`src/rtl/dev_dumper_pkg.sv`:
```
// Shared types and constants for the RAM-to-UART hex dumper.
// RAM geometry matches the loader/CPU view of the byte RAM.
package dev_dumper_pkg;

  localparam int unsigned RAM_ADDR_W    = 8;
  localparam int unsigned RAM_BYTE_SIZE = 1 << RAM_ADDR_W;

  localparam logic [7:0] ASCII_LF = 8'h0A;
  localparam logic [7:0] ASCII_SP = 8'h20;

  typedef enum logic [2:0] {
    ST_IDLE,
    ST_FETCH,
    ST_WAIT,
    ST_HI,
    ST_LO,
    ST_SEP,
    ST_FIN
  } dumper_state_t;

endpackage

```
`src/rtl/dev_dumper_if.sv`:
```
// Byte RAM read port and character IO port seen by RAM/IO switch clients.
interface if_ram;
  import dev_dumper_pkg::*;

  logic [RAM_ADDR_W-1:0] addr;
  logic                  rd_en;
  logic [7:0]            rd_data;

  modport client (output addr, output rd_en, input rd_data);
  modport server (input addr, input rd_en, output rd_data);
endinterface

interface if_io;
  logic       putc_push;
  logic [7:0] putc_char;
  logic       putc_en;
  logic       getc_pop;

  modport client (output putc_push, output putc_char, output getc_pop, input putc_en);
  modport server (input putc_push, input putc_char, input getc_pop, output putc_en);
endinterface

```
`src/rtl/dev_dumper_hex_ascii.sv`:
```
// Combinational nibble to uppercase ASCII hex digit converter.
module dev_hex_ascii (
  input  logic [3:0] i_nib,
  output logic [7:0] o_ascii_c
);

  always_comb begin
    if (i_nib < 4'd10) o_ascii_c = 8'h30 + {4'h0, i_nib};
    else               o_ascii_c = 8'h37 + {4'h0, i_nib};
  end

endmodule

```
`src/rtl/dev_dumper.sv`:
```
// Reads len bytes from RAM starting at addr and prints them as hex text,
// BYTES_PER_LINE bytes per line, space separated, every line ends in LF.
module dev_dumper
  import dev_dumper_pkg::*;
#(
  parameter int unsigned BYTES_PER_LINE = 16,
  parameter int unsigned LEN_W          = RAM_ADDR_W + 1
) (
  input  logic                  clk,
  input  logic                  rst,
  input  logic                  start,
  input  logic [RAM_ADDR_W-1:0] addr,
  input  logic [LEN_W-1:0]      len,
  output logic                  busy,
  output logic                  done,
  if_ram.client                 ram,
  if_io.client                  io
);

  localparam int unsigned     COL_W    = (BYTES_PER_LINE > 1) ? $clog2(BYTES_PER_LINE) : 1;
  localparam logic [COL_W-1:0] COL_LAST = COL_W'(BYTES_PER_LINE - 1);

  dumper_state_t         r_state, w_state_nxt;
  logic [RAM_ADDR_W-1:0] r_cur, r_addr, w_cur_nxt;
  logic [LEN_W-1:0]      r_rem, w_rem_nxt;
  logic [COL_W-1:0]      r_col, w_col_nxt;
  logic [7:0]            r_byte, r_char, w_char_nxt, w_hex;
  logic [3:0]            w_nib;
  logic                  r_busy, r_done, r_rd_en, r_emit;
  logic                  w_last;

  assign w_last = (r_rem == LEN_W'(1));

  // Digit for the next character: high nibble straight off RAM, low nibble from the held byte
  assign w_nib = (r_state == ST_WAIT) ? ram.rd_data[7:4] : r_byte[3:0];

  dev_hex_ascii u_hex (
    .i_nib     (w_nib),
    .o_ascii_c (w_hex)
  );

  always_ff @(posedge clk) begin
    if (rst) r_state <= ST_IDLE;
    else     r_state <= w_state_nxt;
  end

  always_comb begin
    w_state_nxt = r_state;
    case (r_state)
      ST_IDLE:  if (start) w_state_nxt = (len == '0) ? ST_FIN : ST_FETCH;
      ST_FETCH: w_state_nxt = ST_WAIT;
      ST_WAIT:  w_state_nxt = ST_HI;
      ST_HI:    if (io.putc_en) w_state_nxt = ST_LO;
      ST_LO:    if (io.putc_en) w_state_nxt = ST_SEP;
      ST_SEP:   if (io.putc_en) w_state_nxt = w_last ? ST_FIN : ST_FETCH;
      ST_FIN:   w_state_nxt = ST_IDLE;
      default:  w_state_nxt = ST_IDLE;
    endcase
  end

  // Next values of the datapath; the character is prepared one state ahead of its push
  always_comb begin
    w_char_nxt = r_char;
    w_cur_nxt  = r_cur;
    w_rem_nxt  = r_rem;
    w_col_nxt  = r_col;
    case (r_state)
      ST_IDLE: begin
        if (start) begin
          w_cur_nxt = addr;
          w_rem_nxt = len;
          w_col_nxt = '0;
        end
      end
      ST_WAIT: w_char_nxt = w_hex;
      ST_HI:   if (io.putc_en) w_char_nxt = w_hex;
      ST_LO: begin
        if (io.putc_en) w_char_nxt = (w_last || (r_col == COL_LAST)) ? ASCII_LF : ASCII_SP;
      end
      ST_SEP: begin
        if (io.putc_en) begin
          w_cur_nxt = r_cur + RAM_ADDR_W'(1);
          w_rem_nxt = r_rem - LEN_W'(1);
          w_col_nxt = (r_col == COL_LAST) ? '0 : r_col + COL_W'(1);
        end
      end
      default: ;
    endcase
  end

  always_ff @(posedge clk) begin
    if (rst) begin
      r_busy  <= 1'b0;
      r_done  <= 1'b0;
      r_rd_en <= 1'b0;
      r_emit  <= 1'b0;
      r_cur   <= '0;
      r_addr  <= '0;
      r_rem   <= '0;
      r_col   <= '0;
      r_byte  <= '0;
      r_char  <= '0;
    end else begin
      r_busy  <= (w_state_nxt != ST_IDLE);
      r_done  <= (w_state_nxt == ST_FIN);
      r_rd_en <= (w_state_nxt == ST_FETCH);
      r_emit  <= (w_state_nxt == ST_HI) || (w_state_nxt == ST_LO) || (w_state_nxt == ST_SEP);
      r_cur   <= w_cur_nxt;
      r_rem   <= w_rem_nxt;
      r_col   <= w_col_nxt;
      r_char  <= w_char_nxt;
      if (w_state_nxt == ST_FETCH) r_addr <= w_cur_nxt;
      if (r_state == ST_WAIT)      r_byte <= ram.rd_data;
    end
  end

  // Push is qualified by putc_en in the same cycle so a stalled buffer never sees a push
  assign io.putc_push = r_emit & io.putc_en;
  assign io.putc_char = r_char;
  assign io.getc_pop  = 1'b0;
  assign ram.addr     = r_addr;
  assign ram.rd_en    = r_rd_en;
  assign busy         = r_busy;
  assign done         = r_done;

endmodule

```
`src/flat_wrapper.sv`:
```
// flat-port wrapper written by rule: the top's interface ports become plain ports
module dev_dumper_flat import dev_dumper_pkg::*;
#(
  parameter int unsigned BYTES_PER_LINE = 16,
  parameter int unsigned LEN_W          = RAM_ADDR_W + 1
)
  (clk, rst, start, addr, len, busy, done, ram_addr, ram_rd_en, ram_rd_data, io_putc_push, io_putc_char, io_getc_pop, io_putc_en);
  if_ram ram_i ();
  if_io io_i ();
  input  logic clk;
  input  logic rst;
  input  logic start;
  input  logic [RAM_ADDR_W-1:0] addr;
  input  logic [LEN_W-1:0] len;
  output logic busy;
  output logic done;
  output wire logic [$bits(ram_i.addr)-1:0] ram_addr;
  output wire logic [$bits(ram_i.rd_en)-1:0] ram_rd_en;
  input wire logic [$bits(ram_i.rd_data)-1:0] ram_rd_data;
  output wire logic [$bits(io_i.putc_push)-1:0] io_putc_push;
  output wire logic [$bits(io_i.putc_char)-1:0] io_putc_char;
  output wire logic [$bits(io_i.getc_pop)-1:0] io_getc_pop;
  input wire logic [$bits(io_i.putc_en)-1:0] io_putc_en;
  assign ram_addr = ram_i.addr;
  assign ram_rd_en = ram_i.rd_en;
  assign ram_i.rd_data = ram_rd_data;
  assign io_putc_push = io_i.putc_push;
  assign io_putc_char = io_i.putc_char;
  assign io_getc_pop = io_i.getc_pop;
  assign io_i.putc_en = io_putc_en;
  dev_dumper #(.BYTES_PER_LINE(BYTES_PER_LINE), .LEN_W(LEN_W)) u_core (.clk(clk), .rst(rst), .start(start), .addr(addr), .len(len), .busy(busy), .done(done), .ram(ram_i), .io(io_i));
endmodule
```
`config.mk`:
```
export PLATFORM = sky130hd
export DESIGN_NAME = dev_dumper_flat
export DESIGN_NICKNAME = d
export VERILOG_FILES = /design/src/rtl/dev_dumper_pkg.sv /design/src/rtl/dev_dumper_if.sv /design/src/rtl/dev_dumper_hex_ascii.sv /design/src/rtl/dev_dumper.sv /design/src/flat_wrapper.sv
export SDC_FILE = /design/constraint.sdc
export NUM_CORES = 1
export LEC_CHECK = 0
export ABC_AREA = 1
export CAP_MARGIN = 25
export CORE_MARGIN = 5
export CORE_UTILIZATION = 34
export CTS_CLUSTER_SIZE = 30
export DETAILED_ROUTE_END_ITERATION = 8
export GPL_TIMING_DRIVEN = 0
export SLEW_MARGIN = 20
export SYNTH_ARGS = -nofsm -noshare
export SYNTH_HDL_FRONTEND = slang
export SYNTH_SLANG_ARGS = --single-unit
```
`constraint.sdc`:
```
create_clock -name clk -period 2.2 [get_ports clk]
set_input_delay 0.22 -clock clk [delete_from_list [all_inputs] [get_ports clk]]
set_output_delay 0.22 -clock clk [all_outputs]
set_load 0.1 [all_outputs]
```
After elaboration in Yosys (flattened, before gate mapping)
Cells that the tools add are included.

Register bits: 48. Input port bits: 29. Output and inout port bits: 21. Logic and storage cells: 67.

$add $sub $neg: 5. Order comparisons: 1. Equal/unequal tests: 16. Multiplexer cells: 23. Bitwise operators: 1. Reductions and logical operators: 10.

Operators with widths (count): 8-bit 2-to-1 mux (4); 8-bit one-hot mux with 3 select lines (1); 3-bit 2-to-1 mux (6); 9-bit 2-to-1 mux (2); 3-bit one-hot mux with 6 select lines (1); 9-bit one-hot mux with 2 select lines (1); 4-bit 2-to-1 mux (4); 8-bit one-hot mux with 2 select lines (1); 3-bit == test, second input constant (5); 6-bit by 4-bit adder with 7-bit output, first input constant (2); 3-bit by 2-bit == test with 1-bit output, second input constant (3); 9-bit by 1-bit == test with 1-bit output, second input constant (1); 9-bit logical NOT (1); 9-bit by 1-bit subtractor with 9-bit output, second input constant (1); 8-bit by 1-bit adder with 8-bit output, second input constant (1); 2-bit != test, second input constant (4); 4-bit one-hot mux with 2 select lines (1); 7-bit 2-to-1 mux (1); 3-bit by 1-bit == test with 1-bit output, second input constant (2); 6-bit 2-to-1 mux (1); 3-bit AND reduction (2); 3-bit nonzero test (2); 4-bit by 1-bit adder with 4-bit output, second input constant (1); 4-bit == test, second input constant (1); other kinds (5) (7).

Logic depth before layout (Yosys ltp)
Depth in word-level cells: 7. Gate-level depth with buffers: 12. Mapped depth without buffers: 12.

Cells and area by module
Synthesis repeated with hierarchy kept, for this count alone.

Cell total of the unflattened synthesis: 411. Area total of the unflattened synthesis: 2743.9 µm².

By module, submodules not included: dev_dumper (instances 1, cells an instance 386, area an instance 2620.0 µm², sequential area each 960.9 µm²); dev_hex_ascii (instances 1, cells an instance 25, area an instance 123.9 µm², sequential area each 0.0 µm²).

Worst setup path before layout
OpenSTA, ideal clock, no wires.

Path type: register -> register. Start point: register u_core.r_state[1]. End point: register u_core.r_char[6], in the netlist u_core.io.putc_char[6]. Setup time: 0.080 ns. Arrival: 1.428 ns. Data required time: 2.120 ns. Path slack: 0.692 ns. Cell stages (with the launch flop): 11. Buffers on the path: 0. Clock period less this slack: 1.508 ns. Cells stage by stage: dfxtp_1 -> inv_2 -> nor2_1 -> nand3_1 -> nand2_1 -> inv_1 -> ha_1 -> nand2_1 -> nand2_1 -> nand2_1 -> nor3b_1.

Cells in the longest elaborated chain, start to end: 6. Elaborated cells between the ends (all ways): 14. Those cells by class: add/sub: 2; order compare: 1; eq/ne: 5; mux: 4; reduce/logical: 2.

RTL lines: start, declared (RTL line dev_dumper.sv:23) `dumper_state_t r_state, w_state_nxt;`; start signal, assigned (RTL line dev_dumper.sv:44) `else r_state <= w_state_nxt;`; 3-bit by 2-bit == test with 1-bit output (RTL line dev_dumper.sv:35, dev_dumper.sv:67); 4-bit 2-to-1 mux (RTL line dev_dumper.sv:35) `assign w_nib = (r_state == ST_WAIT) ? ram.rd_data[7:4] : r_byte[3:0];`; 6-bit by 4-bit adder with 7-bit output (tied with other cells) (RTL line dev_dumper_hex_ascii.sv:9) `else o_ascii_c = 8'h37 + {4'h0, i_nib};`; 7-bit 2-to-1 mux (RTL line dev_dumper_hex_ascii.sv:8) `if (i_nib < 4'd10) o_ascii_c = 8'h30 + {4'h0, i_nib};`; 8-bit 2-to-1 mux (RTL line dev_dumper.sv:76) `ST_HI: if (io.putc_en) w_char_nxt = w_hex;`; 8-bit one-hot mux with 3 select lines (RTL line dev_dumper.sv:67) `case (r_state)`; end signal, assigned (RTL line dev_dumper.sv:111) `r_char <= w_char_nxt;`; end, declared (RTL line dev_dumper.sv:27) `logic [7:0] r_byte, r_char, w_char_nxt, w_hex;`.

Several ways; a longest one is shown, not always the timed one. The select of a mux whose other input is x is not followed. A chain may end at the register's enable or synchronous reset.

Worst setup path in the final report
Start point: input io_putc_en. End point: output io_putc_push.

Cells in the longest elaborated chain, start to end: 1.

RTL lines: start, declared (RTL line flat_wrapper.sv:23) `input wire logic [$bits(io_i.putc_en)-1:0] io_putc_en;`; 1-bit AND (RTL line dev_dumper.sv:118) `assign io.putc_push = r_emit & io.putc_en;`; end, declared (RTL line flat_wrapper.sv:20) `output wire logic [$bits(io_i.putc_push)-1:0] io_putc_push;`.

No other way between the ends.

==> impl_summary.txt <==
----------------------------------------------------
[STA]
  Pins Over Slew Limit ... 0
  Final cycle utilization of the critical path ... 0.966
  Slew Limit Headroom ... 0.350
  Final Critical Period ... 2130 ps
  Count of final hold-check violations ... 0
  Fmax achieved ... 471 MHz
  WHS ... 467 ps
  RSZ-0062 raised after global routing ... no
  Maximum clock skew at final layout ... 6.78 ps
  Final setup violation count ... 0
  Transition time at the pin with the least slew margin ... 972 ps

[Global routing]
  Overall overflow remaining after global route ... 0
  Vias in the first global route ... 2575
  Antenna violations before repair ... 0
  Total routing resource utilization after global routing ... 0.140
  Maximum number of pins on one net before global-route repair ... 14
  Wire length of the first global-routing pass ... 11.5 mm

[Placed design]
  Area after DPL ... 3270 µm²
  Number of port buffers ... 46
  Post-detailed-placement half-perimeter wirelength ... 5.27 mm
  RD Place Congestion ... 0.857

[Die]
  Horizontal die dimension ... 98.7 µm
  FP Rows ... 32
  Die area ... 9740 µm²
  Initial core utilization ... 0.348
  Core region area ... 7690 µm²
  Count of boundary I/O pins ... 50
  Vertical die dimension ... 98.7 µm

[Yosys]
  Number of warnings reported in the yosys synthesis log ... 0
  Number of flops mapped to enable cells by yosys ... 0
  Synth Register Bits ... 47
  Most instantiated flip-flop cell in the synthesis netlist ... dfxtp_1
  Post-Syn Area per Cell ... 6.42 µm²
  Proportion of synthesized chip area in sequential cells ... 0.352
  Count of distinct cell types in the synthesized netlist ... 37
  Proportion of synthesized flip-flops having asynchronous set or reset ... 0
  Synthesized instance count ... 417
  Post-synth design cell area ... 2680 µm²

[Final layout]
  Share of post-route cells with drive strength above 1 ... 0.0722
  Design Area, Final ... 3370 µm²
  Post-layout nets ... 505
  Antenna fix cells ... 0
  Growth of design area from synthesis to finish ... 26.0%

[Clock network]
  Clock transition at the register clock pins on the worst setup and hold paths after CTS ... 80 ps
  Clock network latency to the later pin of the worst-skew pair ... 300 ps
  Maximum level of the CTS H-tree ... 2
  Inserted Clock Buffers ... 5
  Buffer count from post-CTS setup fixing ... 0
  Root Buffer ... clkbuf_8
  Clock tree sinks ... 47
  CTS tree ... yes
  Clock Path Buffers ... 2

[Worst setup path]
  Startpoint type of the worst setup path ... input pin
  Worst EP required ... 1980 ps
  Crit Path Category ... in -> out
  Worst reg2reg startpoint ... u_core.r_state[0]
  Beginning of the critical path ... io_putc_en
  Arrival time of the worst setup path ... 1910 ps
  Crit end category ... primary output
  Highest fanout seen on the critical path ... 10

[Job]
  Max-capacitance violation count ... 0

[Route]
  Number of routed nets with antenna violations ... 0
  Via count ... 2731
  Number of iterations in the first detailed-routing pass ... 4
  Wire length per cell ... 11.7 µm
  Via-to-Cell Ratio ... 4.77
  Number of violations reported at the end of detailed-routing iteration 0 ... 129
  DRC violation count after routing ... 0
  Final Routed Wirelength ... 6.70 mm

[Min path]
  Class of the tightest hold or removal check ... reg -> reg
  Hold_sp ... u_core.io.putc_char[2]

[Run status]
  Status ... completed

[Pwr]
  Power density normalized to cell area ... 812 nW/µm²
  Leakage power of the design ... 1.51 nW
  Largest vdd supply drop ... 0.494 mV

----------------------------------------------------
==> worst max-delay path, cell delays in order <==
cell	delay [ps]
clkdlybuf4s50_1	490
buf_2	240
nand2_1	80
inv_1	60
clkdlybuf4s15_1	810
==> through the flow <==
step,setup TNS (ps),instances,util,worst slack [ps],total power [mW]
6_report,0,573,0.438,74.7,2.73
5_1_grt,0,573,0.438,19.7,2.91
4_1_cts,0,573,0.438,33.1,2.77
3_5_place_dp,-254,566,0.425,-254,2.15
3_3_place_gp,-247,566,0.425,-247,2.14
2_1_floorplan,0,418,-,692,1.87
==> synth_stat cells, drive strengths merged (4+ instances only) <==
master  number  share of area
buf          6          0.015
clkbuf       6         0.0084
o21ai       30          0.059
nor2        59          0.092
or2          4         0.0094
inv         53          0.074
nand4        4         0.0094
nand2      112           0.16
ha           5          0.023
dfxtp       47           0.35
nand3       39          0.081
a21oi       29          0.056
==> registers in the layout, summed over array words and instances, names as in the netlist <==
| signal | flops |
|---|---|
| u_core.r_rem | 9 |
| u_core.r_cur | 8 |
| u_core.ram.addr | 8 |
| u_core.io.putc_char | 7 |
| u_core.r_byte | 4 |
| u_core.r_col | 4 |
| u_core.r_state | 3 |
| u_core.busy | 1 |
| u_core.done | 1 |
| u_core.r_emit | 1 |
| u_core.ram.rd_en | 1 |
==> timing repair <==
action / CTS / global route
endpoints found under the hold margin: 0 / 0
hold buffers: 0 / 0
setup endpoints to repair: 1 / 1
gates resized for setup: 1 / 1
==> final timing paths <==
kind | endpoint | slack [ps] | cells after the start
worst min-delay path | u_core.io.putc_char[2] | 470 | 2
worst max register to register | u_core.io.putc_char[6] | 360 | 9
worst min register to register | u_core.io.putc_char[2] | 470 | 2
worst max-delay path | io_putc_push | 70 | 5
==> cell usage in the layout (no fill, tap or decap), types with 2 or more instances in the layout <==
master           Yosys  final
o21ai_1              4      4
a211oi_1             3      3
clkbuf_8             0      5
nor2_4               2      2
dfxtp_1             47     47
nand3_2              2      2
nor2_1              53     53
o21ai_0             24     24
inv_2                7      7
a21oi_1             28     28
nand2_1            111    111
nor2_2               4      4
clkbuf_1             6      7
conb_1               1      2
clkdlybuf4s50_1      0     45
o21ai_2              2      2
nor3_1               3      3
ha_1                 5      5
o211ai_1             3      3
or2_2                2      2
inv_1               46     46
nand3b_1             2      2
buf_4                2      2
xor2_1               3      3
buf_2                3      3
nand3_1             36     36
or2_1                2      2
nand4_1              4      4
o21bai_1             2      2
==> cell families (layout without fill, tap and decap cells) <==
| family | Yosys count | in the layout | synth area share |
|---|---|---|---|
| flip-flops | 47 | 47 | 0.352 |
| AO/OA/AOI/OAI | 70 | 70 | 0.146 |
| AND/OR/NAND/NOR | 224 | 224 | 0.364 |
| XOR/XNOR | 4 | 4 | 0.0131 |
| adder cells (fa/ha/maj) | 5 | 5 | 0.0234 |
| buffers and inverters | 66 | 119 | 0.0996 |
| other | 1 | 2 | 0.00140 |
==> final cells by class <==
cell class | count | area, µm²
clock inverter | 1 | 30.0
sequential | 47 | 941
inverter | 54 | 203
fill | 839 | 4320
multi-input combinational | 305 | 1470
tap | 102 | 128
buffer | 12 | 63.8
timing repair buffer | 46 | 460
clock buffer | 6 | 72.6
==> report_power, final <==
part / leakage, nW / total (mW) / internal, mW / switching [mW]
Clock: 0.0513 / 0.608 / 0.333 / 0.275
Combinational: 1.07 / 1.11 / 0.313 / 0.800
Sequential: 0.385 / 1.01 / 0.949 / 0.0650
Total: 1.51 / 2.73 / 1.60 / 1.14
==> layer usage <==
layer  routed length, µm  GRT usage  up-vias
met1                3190      0.182     1227
met3                 263     0.0297       10
li1                    -          -     1441
met2                3120      0.231       53
met5                   0          0        -
met4                 125     0.0462        0
Note: power is estimated with default switching activity, not from simulation.
